## config.mk

```make
export PLATFORM = sky130hd
export DESIGN_NAME = key_play_arbiter_flat
export DESIGN_NICKNAME = d
export VERILOG_FILES = /design/src/rtl/key_play_arbiter_if.sv /design/src/rtl/key_play_arbiter.sv /design/src/flat_wrapper.sv
export SDC_FILE = /design/constraint.sdc
export NUM_CORES = 1
export LEC_CHECK = 0
export CORE_AREA = 2 2 54 56
export DETAILED_ROUTE_END_ITERATION = 8
export DIE_AREA = 0 0 56 58
export GPL_ROUTABILITY_DRIVEN = 0
export MAX_ROUTING_LAYER = met4
export PLACE_DENSITY = 0.89
export SETUP_SLACK_MARGIN = 0.15
export SLEW_MARGIN = 20
export SYNTH_ARGS = -nofsm -noshare
export SYNTH_HDL_FRONTEND = slang
export SYNTH_SLANG_ARGS = --single-unit
export TNS_END_PERCENT = 30
```

## constraint.sdc

```tcl
create_clock -name clk -period 2.5 [get_ports clk]
set_input_delay 0.75 -clock clk [delete_from_list [all_inputs] [get_ports clk]]
set_output_delay 0.75 -clock clk [all_outputs]
set_load 0.02 [all_outputs]
```

## src/rtl/key_play_arbiter_if.sv

```systemverilog
// Request/playback bus between the key channels, the shared audio player and the arbiter.
interface key_play_arbiter_if;
  logic [3:0] req_in;
  logic       play_done;
  logic       play_start;
  logic [1:0] play_sel;
  logic       busy;
  logic [3:0] pending;
  logic       timeout_err;

  modport master (
    output req_in, play_done,
    input  play_start, play_sel, busy, pending, timeout_err
  );

  modport slave (
    input  req_in, play_done,
    output play_start, play_sel, busy, pending, timeout_err
  );
endinterface

```

## src/rtl/key_play_arbiter.sv

```systemverilog
// Round-robin arbiter granting four edge-captured key requests to one shared audio player,
// with a bounded wait for the player's completion pulse.
module key_play_arbiter #(
  parameter int unsigned TIMEOUT = 1024
) (
  input logic              clk,
  input logic              reset,
  key_play_arbiter_if.slave bus
);

  typedef enum logic [1:0] {
    IDLE  = 2'd0,
    START = 2'd1,
    WAIT  = 2'd2
  } state_t;

  state_t      state_r;
  state_t      state_s;
  logic [3:0]  prev_r;
  logic [3:0]  pending_r;
  logic [3:0]  pending_s;
  logic [3:0]  rise_s;
  logic [3:0]  clr_s;
  logic [1:0]  sel_r;
  logic [1:0]  last_r;
  logic [1:0]  win_s;
  logic        win_vld_s;
  logic [15:0] cnt_r;
  logic        cnt_hit_s;
  logic        timeout_s;
  logic        play_start_r;
  logic        busy_r;
  logic        timeout_err_r;

  // Lowest offset from last grant wins: iterate far-to-near so the nearest hit overwrites.
  function automatic logic [2:0] rr_pick(input logic [3:0] pend, input logic [1:0] last);
    logic [2:0] res;
    logic [1:0] c;
    res = 3'b000;
    for (int i = 4; i >= 1; i--) begin
      c   = last + 2'(i);
      res = pend[c] ? {1'b1, c} : res;
    end
    return res;
  endfunction

  assign rise_s               = bus.req_in & ~prev_r;
  assign {win_vld_s, win_s}   = rr_pick(pending_r, last_r);
  assign cnt_hit_s            = (cnt_r == 16'(TIMEOUT - 1));

  // Pending update: a fresh rise on the clearing edge re-sets the bit.
  always_comb begin
    clr_s = 4'b0000;
    if (state_r == START) begin
      clr_s = 4'b0001 << sel_r;
    end else begin
      clr_s = 4'b0000;
    end
    pending_s = (pending_r & ~clr_s) | rise_s;
  end

  // Next-state logic; play_done is only honoured in WAIT and beats a coincident timeout.
  always_comb begin
    state_s   = state_r;
    timeout_s = 1'b0;
    case (state_r)
      IDLE: begin
        if (win_vld_s) begin
          state_s = START;
        end else begin
          state_s = IDLE;
        end
      end
      START: begin
        state_s = WAIT;
      end
      WAIT: begin
        if (bus.play_done) begin
          state_s = IDLE;
        end else if (cnt_hit_s) begin
          state_s   = IDLE;
          timeout_s = 1'b1;
        end else begin
          state_s = WAIT;
        end
      end
      default: begin
        state_s = IDLE;
      end
    endcase
  end

  // State, capture registers, grant bookkeeping and registered outputs.
  always_ff @(posedge clk or posedge reset) begin
    if (reset) begin
      state_r       <= IDLE;
      prev_r        <= 4'b0000;
      pending_r     <= 4'b0000;
      sel_r         <= 2'd0;
      last_r        <= 2'd3;
      cnt_r         <= 16'd0;
      play_start_r  <= 1'b0;
      busy_r        <= 1'b0;
      timeout_err_r <= 1'b0;
    end else begin
      state_r   <= state_s;
      prev_r    <= bus.req_in;
      pending_r <= pending_s;
      if ((state_r == IDLE) && (state_s == START)) begin
        sel_r  <= win_s;
        last_r <= win_s;
      end
      if (state_r == WAIT) begin
        cnt_r <= cnt_r + 16'd1;
      end else begin
        cnt_r <= 16'd0;
      end
      play_start_r  <= (state_s == START);
      busy_r        <= (state_s != IDLE);
      timeout_err_r <= timeout_s;
    end
  end

  assign bus.play_start  = play_start_r;
  assign bus.play_sel    = sel_r;
  assign bus.busy        = busy_r;
  assign bus.pending     = pending_r;
  assign bus.timeout_err = timeout_err_r;

endmodule

```

## src/flat_wrapper.sv

```systemverilog
// flat-port wrapper written by rule: the top's interface ports become plain ports
module key_play_arbiter_flat 
#(
  parameter int unsigned TIMEOUT = 1024
)
  (clk, reset, bus_req_in, bus_play_done, bus_play_start, bus_play_sel, bus_busy, bus_pending, bus_timeout_err);
  key_play_arbiter_if bus_i ();
  input logic clk;
  input logic reset;
  input wire logic [$bits(bus_i.req_in)-1:0] bus_req_in;
  input wire logic [$bits(bus_i.play_done)-1:0] bus_play_done;
  output wire logic [$bits(bus_i.play_start)-1:0] bus_play_start;
  output wire logic [$bits(bus_i.play_sel)-1:0] bus_play_sel;
  output wire logic [$bits(bus_i.busy)-1:0] bus_busy;
  output wire logic [$bits(bus_i.pending)-1:0] bus_pending;
  output wire logic [$bits(bus_i.timeout_err)-1:0] bus_timeout_err;
  assign bus_i.req_in = bus_req_in;
  assign bus_i.play_done = bus_play_done;
  assign bus_play_start = bus_i.play_start;
  assign bus_play_sel = bus_i.play_sel;
  assign bus_busy = bus_i.busy;
  assign bus_pending = bus_i.pending;
  assign bus_timeout_err = bus_i.timeout_err;
  key_play_arbiter #(.TIMEOUT(TIMEOUT)) u_core (.clk(clk), .reset(reset), .bus(bus_i));
endmodule
```

==> results of run 1 <==
[per-layer routing]
layer  track usage  vias to the layer above  wire (um)
met3        0.0603                        2        104
li1              -                      541          -
met4        0.0442                        0         10
met1         0.237                      547       1250
met2         0.296                       24       1310
met5             -                        -          0
[placed cells by master, fill, tap and decap left out, drive strengths merged, types with 2 or more instances in the layout]
cell type / synthesis / final
a21o: 2 / 2
a21oi: 3 / 3
and2: 3 / 3
and4: 2 / 2
buf: 4 / 2
clkbuf: 3 / 6
clkdlybuf4s50: 0 / 15
clkinv: 0 / 2
dfrtp: 31 / 31
dfstp: 2 / 2
inv: 9 / 9
nand2: 7 / 7
nand2b: 3 / 3
nand3: 6 / 6
nand3b: 2 / 2
nand4: 7 / 7
nor2: 20 / 20
nor3: 3 / 3
nor4: 6 / 6
o21ai: 9 / 9
o31ai: 2 / 2
xnor2: 5 / 5
xor2: 9 / 9
[stage by stage]
step                      setup slack [ns]  power (mW)  std cells
after global routing                 0.210        1.74        197
after CTS                            0.269        1.65        197
final                                0.276        1.64        197
after floorplan                       1.01        1.20        148
after detailed placement             0.629        1.37        189
after global placement               0.652        1.35        189
[kinds of logic (layout without fill, tap and decap cells)]
group	Yosys count	after routing	share of synthesized area
simple gates	63	63	0.228
xor+xnor	14	14	0.0801
flops	33	33	0.541
mux	1	1	0.00654
buf+inv	16	34	0.0507
fa+ha+maj	1	1	0.00817
compound gates	20	20	0.0858
[area by class of cell]
cell class	count	area (um^2)	share of cell area
Clock buffer	6	41.3	0.0237
Clock inverter	2	10.0	0.00574
Timing Repair Buffer	17	165	0.0948
Tap cell	31	38.8	0.0223
Sequential cell	33	828	0.475
Inverter	9	33.8	0.0194
Multi-Input combinational cell	99	626	0.359
[flip-flops by register name, indices dropped and copies added, names as in the netlist]
name                    flops
u_core.prev_r               4
u_core.bus.play_sel         2
u_core.cnt_r               16
u_core.bus.play_start       1
u_core.bus.timeout_err      1
u_core.bus.busy             1
u_core.state_r              2
u_core.bus.pending          4
u_core.last_r               2
[path summary, 6_finish.rpt]
check	from	endpoint	slack, ns
max	u_core.bus.pending[1]	bus_pending[1]	0.28
min	u_core.prev_r[0]	u_core.bus.pending[0]	0.40
max reg2reg	u_core.bus.pending[1]	u_core.bus.play_sel[1]	0.88
min reg2reg	u_core.prev_r[0]	u_core.bus.pending[0]	0.40
max in group asynchronous	reset	u_core.last_r[1]	1.37
min in group asynchronous	reset	u_core.bus.pending[2]	0.80
[where the power goes]
group	internal, mW	switching, mW	total, mW
Clock	0.107	0.169	0.276
Sequential	0.652	0.126	0.778
Combinational	0.270	0.315	0.586
Total	1.03	0.610	1.64
==> results.md, run 1 <==
- Top-count cell post-synth: dfrtp_1
- Largest net degree at the start of global routing: 34
- Count of state elements after synthesis: 33
- First-pass GRT wire length: about 4600 um
- Synth Warn #: 0
- DR WL/cell: ~14 um
- Clock sinks: 33
- # diodes: 0
- Synth top cells by count: dfrtp_1, nor2_1, xor2_1
- Initial DRC count: 47
- Rows: 19
- Antenna violations before repair: 0
- Hold Fails Final Rpt: 0
- Port Buffers: 15
- Post-layout util: 0.655
- Critical path's slowest cell: clkdlybuf4s50_1
- Worst path max stage delay: 0.66 ns
- Crit start category: register
- Area delta synth->final: 13.8%
- Max-Cap Viols: 0
- Drt first pass iters: 4
- Root Buffer: clkbuf_4
- Die width: around 56 um
- Die height: just under 60 um
- Post-DRT Antenna Nets: 0
- CP Data Required Time: 1.75 ns
- DP Wirelength: 1880 um
- Number of remaining DRC errors: 0
- Aggregate routed wire length: 2680 um
- Setup violators final: 0
- Synth top area cells: dfrtp_1, xor2_1, nor2_1, dfstp_2, xnor2_1
- Final Hold Slack: ~0.40 ns
- Initial Utilization: 0.575
- Core ar.: between 0.002 and 0.003 mm^2
- Post-route minimum period: around 2.2 ns
- FMAX: between 400 and 500 MHz
- Worst R2R Path Depth: 4
- Vias/cell: between 5 and 6
- Share of cells above drive strength 1: 0.0964
- Clock Tree Buf Depth: 2
- Sequential area share after synthesis: 0.541
- GRT Overall Usage: 0.187
- Postcts setup bufs: 0
- Final worst-path cycle share: 0.890
- Net count, final: 173
- Area post-placement: approximately 0.0017 mm^2
- CP max FO: 10
- CTS Buf Count: 5
- Clk_skew: roughly 0.013 ns
- Crit Path Class: reg2out
- WP data arrival: between 1 and 1.5 ns
- Share of the synthesized area in the top cell type: 0.507
- H-Tree Depth: 2
- Setup_tns: 0 ns
- Die area: ~0.0032 mm^2
- Critical path capture point type: output pin
- Synthesized Nets: between 150 and 200
- CP Buf/Inv Count: 1
- Critical Path Stages: 1
- GRT overflow: 0
- Post-route design area: ~0.0017 mm^2
- Leading register cell type out of synthesis: dfrtp_1
- LEAKAGE: roughly 0.76 nW
- Slew Limit Fails: 0
- Avg Cell Area, Syn: between 10 and 15 um^2
- Max-slew headroom at the worst pin: 0.715
- Synth area leader: dfrtp_1
- Cells after Synth: 148
- Crit path max-delay family: buffers and inverters
- Post-synth EDFFs: 0
- Worst slew pin tran: between 0.4 and 0.5 ns
- Top Ports: 16
- Cell area power density: around 940 mW/mm^2
- Cells along the critical path: clkdlybuf4s50_1
- FFs w/ async S/R, synth: 1.00
- Number of fillers in the final layout: 192
- Clk_lat worst skew: around 0.32 ns
- Status: completed
- HP Class: reg2reg
- WHS Path Cells: 1
- RSZ-0062 raised after global routing: no
- Synth unique cells: 36
- Post-CTS Resized: 0
- Post-synth design cell area: roughly 0.0015 mm^2
- Clock-pin slew on the worst setup and hold paths: ~0.1 ns
- Via count of the routed design: approximately 1100
- Vias in the first global route: about 1000
- CTS tree: yes
- Cts hold-fix bufs: 0
- Maximum vdd drop: between 0.8 and 0.9 mV
Note: power is estimated with default switching activity, not from simulation.
==> run 2: changes to the inputs <==
PLACE_DENSITY = 0.81   (was 0.89)
==> run 2 against run 1 <==
Non-clock buffer count did not move. Clock skew decreased by 0.0061 ns. Design area increased by 0.22%. Worst hold slack improved by 0.0097 ns. Die area stayed put. Count of clock-buffer cells in the layout rose by 1. Sequential share of layout area down 0.10 points. Sequential power hardly changed. Maximum frequency fell by 0.68%. Critical path depth did not move. Routed wire length shrank 0.22%. Critical path type unchanged.
==> results.md, run 2 (synthesis results as in run 1) <==
- Status: completed
- Crit path max-delay family: buffers and inverters
- Most common cell after layout, fill and taps aside: dfrtp_1
- CTS Buf Count: 5
- Via count of the routed design: 1093
- Post-DRT Antenna Nets: 0
- Largest Register: u_core.cnt_r
- Number of remaining DRC errors: 0
- Area delta synth->final: 14.1%
- Post-route minimum period: approximately 2.2 ns
- Clock Tree Buf Depth: 2
- Commonest cells after routing, fill and taps aside: dfrtp_1, nor2_1, clkdlybuf4s50_1
- Dpl cells: 189
- Drt first pass iters: 4
- Die height: about 58 um
- Root Buffer: clkbuf_4
- Antenna violations before repair: 0
- Setup violators final: 0
- Place WS: roughly 0.63 ns
- Number of fillers in the final layout: 214
- Rows: 19
- Share of cells above drive strength 1: 0.0909
- CTS tree: yes
- Top Ports: 16
- LEAKAGE: ~0.76 nW
- GRT Overall Usage: 0.202
- Worst path max stage delay: around 0.66 ns
- Max FFs per register: 16
- Core ar.: about 0.0027 mm^2
- H-Tree Depth: 2
- Die width: between 50 and 60 um
- Max-Cap Viols: 0
- Aggregate routed wire length: 2680 um
- Critical path capture point type: output pin
- FF+latch area: 828 um^2
- Crit Path Class: reg2out
- Final Hold Slack: ~0.41 ns
- Postcts setup bufs: 0
- CP max FO: 10
- Vias in the first global route: approximately 1100
- Die area: ~0.0032 mm^2
- Crit start category: register
- RSZ-0062 raised after global routing: no
- Final Non-Filler Cells: slightly below 200
- Post-CTS Resized: 0
- # diodes: 0
- FMAX: 447 MHz
- HP Class: reg2reg
- Maximum vdd drop: 0.705 mV
- Slew Limit Fails: 0
- Port Buffers: 15
- Worst slew pin tran: 0.423 ns
- Vias/cell: 5.58
- Footprint of the multi-input gates: approximately 630 um^2
- Initial DRC count: 40
- Cell area power density: between 900 and 1000 mW/mm^2
- GRT overflow: 0
- Setup_tns: 0 ns
- First-pass GRT wire length: around 4800 um
- Critical path's slowest cell: clkdlybuf4s50_1
- Initial Utilization: 0.575
- Final worst-path cycle share: 0.896
- Final worst setup slack: roughly 0.26 ns
- Net count, final: roughly 170
- Cts hold-fix bufs: 0
- WP data arrival: ~1.5 ns
- CP Buf/Inv Count: 1
- Max-slew headroom at the worst pin: 0.718
- DP Wirelength: just under 2000 um
- Clk_lat worst skew: roughly 0.32 ns
- Clock-pin slew on the worst setup and hold paths: about 0.10 ns
- Largest net degree at the start of global routing: 34
- Hold Fails Final Rpt: 0
- Clk_skew: ~0.0065 ns
- CP Data Required Time: between 1.5 and 2 ns
- DR WL/cell: 13.6 um
- Cells along the critical path: clkdlybuf4s50_1
- Clock sinks: 33
==> run 2: cell count changes in the layout (fill, tap and decap cells not counted), sizes merged <==
cell,delta
clkbuf,+1
clkinv,-2
==> run 2: area by class of cell <==
| cell class | count | area share |
|---|---|---|
| inverters | 9 | 0.0193 |
| multi-input cells | 99 | 0.358 |
| well taps | 31 | 0.0222 |
| repair buffers | 17 | 0.0946 |
| clock buffers | 7 | 0.0315 |
| flip-flops and latches | 33 | 0.474 |
==> run 2: per-layer routing <==
| layer | GRT usage | up-vias | wire (um) |
|---|---|---|---|
| met5 | - | - | 0 |
| met4 | 0.0884 | 0 | 58 |
| met3 | 0.0603 | 6 | 91 |
| met2 | 0.296 | 17 | 1210 |
| met1 | 0.265 | 530 | 1310 |
| li1 | - | 540 | - |
==> run 2: metrics by stage <==
stage	utilization	cell area (um^2)	power, mW
global route	0.656	1750	1.77
CTS	0.656	1750	1.68
global placement	0.635	1690	1.35
finish	0.656	1750	1.67
detailed placement	0.635	1690	1.38
floorplan	-	1530	1.20
==> run 2: worst paths after layout <==
kind | from | endpoint | slack (ns) | cells past startpoint
setup / recovery | u_core.bus.pending[1] | bus_pending[1] | 0.26 | 1
hold / removal | u_core.prev_r[3] | u_core.bus.pending[3] | 0.41 | 1
setup reg to reg | u_core.bus.pending[1] | u_core.bus.play_sel[1] | 0.92 | 4
hold reg to reg | u_core.prev_r[3] | u_core.bus.pending[3] | 0.41 | 1
max in group asynchronous | reset | u_core.last_r[1] | 1.38 | 3
min in group asynchronous | reset | u_core.prev_r[1] | 0.80 | 3
==> run 2: power breakdown <==
group	internal, mW	switching [mW]
Combinational	0.271	0.317
Sequential	0.652	0.127
Clock	0.133	0.166
==> run 3: changes to the inputs <==
CORE_AREA = 2 2 49 62   (was 2 2 54 56)
DIE_AREA = 0 0 51 64   (was 0 0 56 58)
PLACE_DENSITY = 0.8   (was 0.81)
==> run 3 against run 2 <==
Clock skew shrank 0.0045 ns. Critical path depth unchanged. Routed wire length is 6.1% higher. Highest routed layer unchanged. First-iteration DRC count fell by 43%. Final cell count rose by 1.5%.
==> results.md, run 3 (synthesis results as in run 1) <==
- Clk_skew: around 0.0020 ns
- FMAX: 453 MHz
- Clock-pin slew on the worst setup and hold paths: 0.09 ns
- CP max FO: 9
- Post-route minimum period: around 2.2 ns
- Critical path's slowest cell: clkdlybuf4s50_1
- Largest net degree at the start of global routing: 34
- Final worst-path cycle share: 0.884
- Initial DRC count: 23
- Largest Register: u_core.cnt_r
- DR WL/cell: 14.3 um
- Max Used Layer: met4
- Cell area power density: ~940 mW/mm^2
- Crit start category: register
- Max FFs per register: 16
- GRT Overall Usage: 0.217
- Metal3 WL: between 100 and 150 um
- Worst path max stage delay: 0.65 ns
- Die width: approximately 51 um
- Critical path capture point type: output pin
- Wire length on met2: ~1500 um
- Share of cells above drive strength 1: 0.0970
- Maximum vdd drop: approximately 0.5 mV
- Initial Utilization: 0.577
- Root Buffer: clkbuf_4
- Slew Limit Fails: 0
- Vias in the first global route: about 1200
- Area post-placement: around 0.0017 mm^2
- Setup violators final: 0
- Die height: ~64 um
- Crit path max-delay family: buffers and inverters
- WP data arrival: approximately 1.5 ns
- Crit Path Class: reg2out
- Max-slew headroom at the worst pin: 0.586
- Vias/cell: approximately 5.5
- CTS tree: yes
- H-Tree Depth: 2
- Net count, final: about 170
- Clock sinks: 33
- Commonest cells after routing, fill and taps aside: dfrtp_1, nor2_1, clkdlybuf4s50_1
- Cells along the critical path: clkdlybuf4s50_1
- Hold Fails Final Rpt: 0
- GRT overflow: 0
- LEAKAGE: roughly 0.75 nW
- First-pass GRT wire length: 5060 um
- Aggregate routed wire length: 2840 um
- Routed metal-1 wirelength: approximately 1200 um
- Most common cell after layout, fill and taps aside: dfrtp_1
- Rows: 21
- Number of fillers in the final layout: 210
- Antenna violations before repair: 0
- RSZ-0062 raised after global routing: no
- Post-DRT Antenna Nets: 0
- HP Class: reg2reg
- # diodes: 0
- Drt first pass iters: 4
- Via count of the routed design: approximately 1100
- DP Wirelength: ~2000 um
- Die area: approximately 0.0033 mm^2
- CTS Buf Count: 5
- Clk_lat worst skew: 0.34 ns
- Core ar.: 0.00265 mm^2
- Area delta synth->final: 13.6%
- Postcts setup bufs: 0
- Clock Tree Buf Depth: 2
- CP Buf/Inv Count: 1
- Port Buffers: 15
- Top Ports: 16
- CP Data Required Time: ~1.8 ns
- Status: completed
- Max-Cap Viols: 0
- Post-route design area: 0.00174 mm^2
- Setup_tns: 0 ns
- Number of remaining DRC errors: 0
- Worst slew pin tran: between 0.6 and 0.7 ns
## run 3: changes by cell type in the layout (fill, tap and decap cells not counted), sizes merged
| cell | delta |
|---|---|
| clkbuf | -1 |
| buf | -1 |
| clkinv | +2 |
## run 3: routing by layer
metal  global-route usage  vias up
met5                    -        -
met4               0.0912        0
met3               0.0701        6
met1                0.242      542
met2                0.352       16
li1                     -      539
## run 3: timing repair
item | 4_1_cts | 5_1_grt
hold buffers | 0 | 0
endpoints found under the setup margin | 0 | 1
resized for setup | 0 | 1
## run 3: report_power, final
group	leakage, nW	internal, mW	switching [mW]	total (mW)
Combinational	0.308	0.262	0.313	0.575
Clock	0.0320	0.107	0.176	0.283
Sequential	0.414	0.654	0.133	0.787
## run 3: final timing paths
| check | slack [ns] | start | endpoint | cells after the start |
|---|---|---|---|---|
| max | 0.29 | u_core.bus.pending[0] | bus_pending[0] | 1 |
| min | 0.42 | u_core.prev_r[1] | u_core.bus.pending[1] | 1 |
| max reg2reg | 0.98 | u_core.bus.pending[3] | u_core.bus.play_sel[1] | 4 |
| min reg2reg | 0.42 | u_core.prev_r[1] | u_core.bus.pending[1] | 1 |
| max in group asynchronous | 1.38 | reset | u_core.last_r[1] | 3 |
| min in group asynchronous | 0.80 | reset | u_core.bus.pending[1] | 3 |
## run 3: final cells by class
class	count	area (um^2)	share of cell area
sequential	33	830	0.477
multi-input combinational	99	626	0.359
timing repair buffer	16	158	0.0906
tap	34	42.5	0.0244
clock buffer	6	41.3	0.0237
inverter	9	33.8	0.0194
clock inverter	2	10.0	0.00575
## run 3: through the flow
stage	utilization	setup WS [ns]	total power [mW]	std cells	hold slack [ns]
final	0.656	0.291	1.64	199	0.423
after global routing	0.656	0.209	1.76	199	0.443
after CTS	0.655	0.221	1.66	199	0.428
after detailed placement	0.636	0.607	1.37	191	0.414
after global placement	0.636	0.653	1.35	191	0.399
after floorplan	-	1.01	1.20	148	0.392
